### src/rtl/ctrl_pkg.sv
// Shared control-unit definitions: opcode map, executor indices, dispatcher states, error codes.
// State PAUSE exists only when INSTR_DISPATCH_SINGLE_STEP_EN is defined.
package ctrl_pkg;

  localparam logic [3:0] OP_LOAD   = 4'b0000;
  localparam logic [3:0] OP_ALU    = 4'b0001;
  localparam logic [3:0] OP_MOVE   = 4'b0010;
  localparam logic [3:0] OP_BRANCH = 4'b0100;
  localparam logic [3:0] OP_ALUI   = 4'b1000;
  localparam logic [3:0] OP_HALT   = 4'b1111;

  localparam int unsigned UNIT_W = 2;
  typedef logic [UNIT_W-1:0] unit_sel_t;

  localparam unit_sel_t UNIT_LOAD   = 2'd0;
  localparam unit_sel_t UNIT_MOVE   = 2'd1;
  localparam unit_sel_t UNIT_ALU    = 2'd2;
  localparam unit_sel_t UNIT_BRANCH = 2'd3;

  typedef enum logic [1:0] {
    ERR_NONE    = 2'b00,
    ERR_ILLEGAL = 2'b01,
    ERR_TIMEOUT = 2'b10
  } err_code_t;

  typedef enum logic [2:0] {
    ST_IDLE   = 3'd0,
    ST_FETCH  = 3'd1,
    ST_DECODE = 3'd2,
    ST_START  = 3'd3,
    ST_WAIT   = 3'd4,
    ST_HALT   = 3'd5,
    ST_ERR    = 3'd6
`ifdef INSTR_DISPATCH_SINGLE_STEP_EN
    , ST_PAUSE = 3'd7
`endif
  } state_t;

endpackage

### src/rtl/opcode_decode.sv
// Combinational opcode classifier: maps opcode[15:12] to an executor index,
// or flags it as HALT or illegal. Shared with the executors.
module opcode_decode
  import ctrl_pkg::*;
(
  input  logic [3:0] opcode_i,
  output unit_sel_t  sel_o,
  output logic       illegal_o,
  output logic       halt_o
);

  always_comb begin
    sel_o     = UNIT_LOAD;
    illegal_o = 1'b0;
    halt_o    = 1'b0;
    case (opcode_i)
      OP_LOAD:         sel_o     = UNIT_LOAD;
      OP_MOVE:         sel_o     = UNIT_MOVE;
      OP_ALU, OP_ALUI: sel_o     = UNIT_ALU;
      OP_BRANCH:       sel_o     = UNIT_BRANCH;
      OP_HALT:         halt_o    = 1'b1;
      default:         illegal_o = 1'b1;
    endcase
  end

endmodule

### src/rtl/instr_dispatch.sv
// Instruction sequencer: fetch -> decode -> one-hot executor start -> wait for done,
// with a per-instruction watchdog. INSTR_DISPATCH_SINGLE_STEP_EN adds step input and PAUSE.
module instr_dispatch
  import ctrl_pkg::*;
#(
  parameter int unsigned NUM_UNITS   = 4,
  parameter int unsigned TIMEOUT_CYC = 15,
  parameter int unsigned TMO_W       = 4
) (
  input  logic                 clk,
  input  logic                 rst,
  input  logic                 run,
  input  logic                 fetch_ack,
  input  logic [15:0]          instr_in,
  input  logic [NUM_UNITS-1:0] unit_done,
  input  logic                 clr_err,
`ifdef INSTR_DISPATCH_SINGLE_STEP_EN
  input  logic                 step,
`endif
  output logic                 fetch_req,
  output logic [15:0]          ir_out,
  output logic [NUM_UNITS-1:0] unit_start,
  output logic                 busy,
  output logic                 halted,
  output logic                 err,
  output logic [1:0]           err_code,
  output logic [15:0]          instr_count
);

  localparam logic [TMO_W-1:0] TMO_LAST = TMO_W'(TIMEOUT_CYC - 1);

  state_t           state_q, state_d;
  logic [15:0]      ir_q, ir_d;
  unit_sel_t        sel_q, sel_d;
  logic [TMO_W-1:0] wdog_q, wdog_d;
  logic [15:0]      cnt_q, cnt_d;
  err_code_t        errc_q, errc_d;

  unit_sel_t dec_sel;
  logic      dec_illegal;
  logic      dec_halt;

  opcode_decode u_decode (
    .opcode_i  (ir_q[15:12]),
    .sel_o     (dec_sel),
    .illegal_o (dec_illegal),
    .halt_o    (dec_halt)
  );

  always_ff @(posedge clk or negedge rst) begin
    if (!rst) begin
      state_q <= ST_IDLE;
      ir_q    <= '0;
      sel_q   <= UNIT_LOAD;
      wdog_q  <= '0;
      cnt_q   <= '0;
      errc_q  <= ERR_NONE;
    end else begin
      state_q <= state_d;
      ir_q    <= ir_d;
      sel_q   <= sel_d;
      wdog_q  <= wdog_d;
      cnt_q   <= cnt_d;
      errc_q  <= errc_d;
    end
  end

  always_comb begin
    state_d = state_q;
    ir_d    = ir_q;
    sel_d   = sel_q;
    wdog_d  = wdog_q;
    cnt_d   = cnt_q;
    errc_d  = errc_q;
    case (state_q)
      ST_IDLE: begin
        if (run) state_d = ST_FETCH;
      end
      ST_FETCH: begin
        if (fetch_ack) begin
          ir_d    = instr_in;
          state_d = ST_DECODE;
        end
      end
      ST_DECODE: begin
        if (dec_illegal) begin
          state_d = ST_ERR;
          errc_d  = ERR_ILLEGAL;
        end else if (dec_halt) begin
          state_d = ST_HALT;
        end else begin
          sel_d   = dec_sel;
          state_d = ST_START;
        end
      end
      ST_START: begin
        wdog_d  = '0;
        state_d = ST_WAIT;
      end
      ST_WAIT: begin
        // Completion is checked before the watchdog so a done on the last allowed cycle wins.
        if (unit_done[sel_q]) begin
          cnt_d = cnt_q + 16'd1;
`ifdef INSTR_DISPATCH_SINGLE_STEP_EN
          state_d = ST_PAUSE;
`else
          state_d = run ? ST_FETCH : ST_IDLE;
`endif
        end else if (wdog_q == TMO_LAST) begin
          state_d = ST_ERR;
          errc_d  = ERR_TIMEOUT;
        end else begin
          wdog_d = wdog_q + 1'b1;
        end
      end
      ST_HALT: ;
      ST_ERR: begin
        if (clr_err) begin
          state_d = ST_IDLE;
          errc_d  = ERR_NONE;
        end
      end
`ifdef INSTR_DISPATCH_SINGLE_STEP_EN
      ST_PAUSE: begin
        if (step) state_d = run ? ST_FETCH : ST_IDLE;
      end
`endif
      default: state_d = ST_IDLE;
    endcase
  end

  always_comb begin
    unit_start = '0;
    if (state_q == ST_START) unit_start[sel_q] = 1'b1;
  end

  always_comb begin
    busy = 1'b1;
    case (state_q)
      ST_IDLE, ST_HALT, ST_ERR: busy = 1'b0;
`ifdef INSTR_DISPATCH_SINGLE_STEP_EN
      ST_PAUSE:                 busy = 1'b0;
`endif
      default:                  busy = 1'b1;
    endcase
  end

  assign fetch_req   = (state_q == ST_FETCH);
  assign halted      = (state_q == ST_HALT);
  assign err         = (state_q == ST_ERR);
  assign err_code    = errc_q;
  assign ir_out      = ir_q;
  assign instr_count = cnt_q;

endmodule

### config.mk
export PLATFORM = sky130hd
export DESIGN_NAME = instr_dispatch
export DESIGN_NICKNAME = d
export VERILOG_FILES = /design/src/rtl/ctrl_pkg.sv /design/src/rtl/opcode_decode.sv /design/src/rtl/instr_dispatch.sv
export SDC_FILE = /design/constraint.sdc
export NUM_CORES = 1
export LEC_CHECK = 0
export CAP_MARGIN = 5
export CORE_ASPECT_RATIO = 0.75
export CORE_MARGIN = 5
export CORE_UTILIZATION = 30
export CTS_CLUSTER_SIZE = 12
export DETAILED_ROUTE_END_ITERATION = 8
export RECOVER_POWER = 25
export SLEW_MARGIN = 40
export SYNTH_ARGS = -nofsm -noshare
export SYNTH_HDL_FRONTEND = slang
export SYNTH_SLANG_ARGS = --single-unit
### constraint.sdc
create_clock -name clk -period 2.3 [get_ports clk]
set_clock_uncertainty 0.15 [all_clocks]
set_input_delay 0.23 -clock clk [delete_from_list [all_inputs] [get_ports clk]]
set_output_delay 0.23 -clock clk [all_outputs]
set_load 0.01 [all_outputs]
==> metrics <==
run status=completed; worst reg2reg path depth=4; main flop type after synthesis=sky130_fd_sc_hd__dfrtp_1; cell depth of the worst min-delay path=1; total number of placement rows=26; CP peak stage delay=~0.53 ns; remaining antenna violation count=0; antenna violations before repair=0; Sinks on Clock Net=43; GR Overflow Total=0; Die Area=8870 um^2; power density normalized to cell area=roughly 1100 nW/um^2; clock latency of the later-clocked register in the worst-skew pair=between 0.2 and 0.3 ns; Crit path required time=~1.9 ns; internal power contribution=a little over 0.002 W; global placer's final weighted congestion=around 0.74; Routed wire per std cell=roughly 14 um; number of standard cells in the layout, taps in and fillers out=345; gr usage total=between 10% and 20%; core region area=~7000 um^2; Avg Vias per Cell=4.81; net count after synthesis=216; aggregate negative setup slack=0 ns; number of buffers added on ports=66; clk buf depth=2; number of flops mapped to enable cells by yosys=0; number of synthesized register bits=43; pin count of the biggest net entering global routing=24; met2 routing resource usage after global routing=~17%; setup slack at placement=roughly 0.20 ns; CTS tree=built; top-level I/O count=67; number of distinct library cells after synthesis=45; post-layout net count=288; crit path time final=about 2.2 ns; Psw=around 0.0011 W; worst slew margin relative to its limit=between 10% and 20%; initial cell density of the core=31.0%; Max Cap Viol=0; synth warn=0; actual slew at the worst max-slew pin=1.23 ns; sequential area share after synthesis=50.7%; count of inserted antenna diode cells=0; clock power share=roughly 14%; Post-Syn Area per Cell=~11 um^2; cell count after placement=between 300 and 400; switching power share of the total=around 36%; global-route layer with the greatest usage=met2; crit path DAT=between 1.5 and 2 ns; proportion of layout cells with a drive suffix above 1=about 16%; critical path start-end classification=flip-flop to output pin; worst min-delay path category=flip-flop to flip-flop; root buffer selected by CTS=sky130_fd_sc_hd__clkbuf_8; gate count after technology mapping=approximately 190; maximum resistive drop on vdd=between 0.4 and 0.5 mV; largest driver fanout on the critical path=7; y dimension of the die=roughly 83 um; clock buffer count from CTS=5; most used cells in the layout excluding fill and tap cells=sky130_fd_sc_hd__clkdlybuf4s50_1 (64), sky130_fd_sc_hd__dfrtp_1 (40), sky130_fd_sc_hd__mux2_2 (16), sky130_fd_sc_hd__nand2_1 (14), sky130_fd_sc_hd__o21ai_0 (10); most common cell after layout, fill and taps aside=sky130_fd_sc_hd__clkdlybuf4s50_1; Final HPWL DP=roughly 3700 um; Clock transition at path regs=roughly 0.08 ns; final worst setup slack=roughly 0.14 ns; share of flip-flops with an asynchronous set or reset=100%; Final Max Tran Viols=0; DRT Pass-1 Iters=4; fraction of met3 tracks used by global routing=under 10%; Pleak=1.26 nW; htree depth=2; Final Cycle Share=around 94%; endpoint type of the worst setup path=output pin; Power, Total=0.00317 W; Detailed Route Iter0 Violations=27; wire length of the first global-routing pass=~8500 um; RSZ-0062 raised after global routing=no; combinational group share of total power=44.5%; number of vias after detailed routing=~1700; Detailed Route WL=roughly 4900 um; Hold Violations, Final=0; Worst Setup Start Kind=flip-flop; peak clock frequency supported by timing=463 MHz; die width=between 100 and 150 um; sequential share of power=roughly 41%; cells along the critical path=buf_4, nand3b_1, inv_1, nor2_1, clkdlybuf4s50_1; met1 track utilization from global routing=around 16%; vias in the first global route=about 1700; final setup fails=0; CP max stage cell=sky130_fd_sc_hd__clkdlybuf4s50_1; Post-Synthesis Cell Area=between 2000 and 2500 um^2; Remaining DRCs=0; signed area change from the synthesized netlist to the final layout=41.0%
## synthesized netlist by cell type (2+ instances only)
library cell,n,area share [%]
sky130_fd_sc_hd__a21oi_1,6,1.4
sky130_fd_sc_hd__a31oi_1,2,0.59
sky130_fd_sc_hd__and2_1,3,0.89
sky130_fd_sc_hd__and3_1,6,1.8
sky130_fd_sc_hd__buf_2,2,0.47
sky130_fd_sc_hd__buf_6,2,1.1
sky130_fd_sc_hd__dfrtp_1,43,51
sky130_fd_sc_hd__ha_1,3,1.8
sky130_fd_sc_hd__inv_1,5,0.89
sky130_fd_sc_hd__mux2_2,16,8.5
sky130_fd_sc_hd__nand2_1,15,2.7
sky130_fd_sc_hd__nand3_1,8,1.9
sky130_fd_sc_hd__nand3b_1,2,0.71
sky130_fd_sc_hd__nand4_1,4,1.2
sky130_fd_sc_hd__nor2_1,6,1.1
sky130_fd_sc_hd__nor2b_1,4,1.2
sky130_fd_sc_hd__nor3_1,2,0.47
sky130_fd_sc_hd__nor3b_1,2,0.71
sky130_fd_sc_hd__nor4_1,3,0.89
sky130_fd_sc_hd__o211ai_1,2,0.71
sky130_fd_sc_hd__o21a_1,2,0.71
sky130_fd_sc_hd__o21ai_0,10,2.4
sky130_fd_sc_hd__o31ai_1,3,1.1
sky130_fd_sc_hd__or2_2,2,0.59
sky130_fd_sc_hd__xnor2_1,9,3.7
sky130_fd_sc_hd__xor2_1,7,2.9
## flip-flops by register name, indices dropped and copies added (netlist names)
name / count
instr_count: 16
ir_out: 16
wdog_q: 4
state_q: 3
err_code: 2
sel_q: 2
## cell type report
type / count / area [um^2]
clock buffers: 6 / 72.6
clock inverters: 2 / 12.5
fillers: 683 / 3840
inverters: 5 / 18.8
multi-input cells: 134 / 992
flip-flops and latches: 43 / 1080
well taps: 84 / 105
repair buffers: 71 / 709
## kinds of logic after synthesis
logic type,after synthesis,share of synthesized area (%)
buf+inv,11,2.95
xor+xnor,16,6.61
flops,43,50.7
compound gates,31,9.38
simple gates,66,18.5
mux,17,9.56
fa+ha+maj,4,2.24
## through the flow
stage | utilization (%) | hold WS (ns) | cell area, um^2
CTS | 43.6 | 0.332 | 2980
finish | 43.8 | 0.338 | 2990
global route | 43.8 | 0.364 | 2990
detailed placement | 42.2 | 0.0945 | 2880
global placement | 42.2 | 0.0920 | 2880
floorplan | - | -0.216 | 2120
## metal layers
metal	wire, um	vias to the layer above
met4	13	0
met3	427	2
met2	2120	44
met5	0	-
met1	2290	796
li1	-	816
## path summary, 6_finish.rpt
kind / from / to / slack (ns)
max: state_q[1]$_DFFE_PN0P_ / busy / 0.14
min: instr_count[15]$_DFFE_PN0P_ / instr_count[15]$_DFFE_PN0P_ / 0.34
max reg2reg: sel_q[0]$_DFFE_PN0P_ / wdog_q[2]$_DFFE_PN0P_ / 0.36
min reg2reg: instr_count[15]$_DFFE_PN0P_ / instr_count[15]$_DFFE_PN0P_ / 0.34
max in group asynchronous: rst / state_q[1]$_DFFE_PN0P_ / 0.60
min in group asynchronous: rst / wdog_q[2]$_DFFE_PN0P_ / 0.58
## power by group through the flow
stage / Clock, W / Combinational, W / Sequential (W)
after global routing: 0.000531 / 0.00155 / 0.00135
after detailed placement: 0 / 0.00141 / 0.00130
final: 0.000461 / 0.00141 / 0.00130
after floorplan: 0 / 0.000734 / 0.00129
after global placement: 0 / 0.00139 / 0.00129
after CTS: 0.000492 / 0.00142 / 0.00129
## repair_timing
item / 4_1_cts / 5_1_grt
endpoints found under the setup margin: 0 / 7
hold endpoints to repair: 20 / 0
resized for setup: 0 / 7
setup buffers: 0 / 0
hold buffers: 1 / 0
## critical path: cells and delay by family (launching register included)
family | cells | cell delay (ns)
buffers and inverters | 3 | 0.79
AND/OR/NAND/NOR | 2 | 0.24
flip-flops | 1 | 0.45
Power figures use the tool's default switching activity.
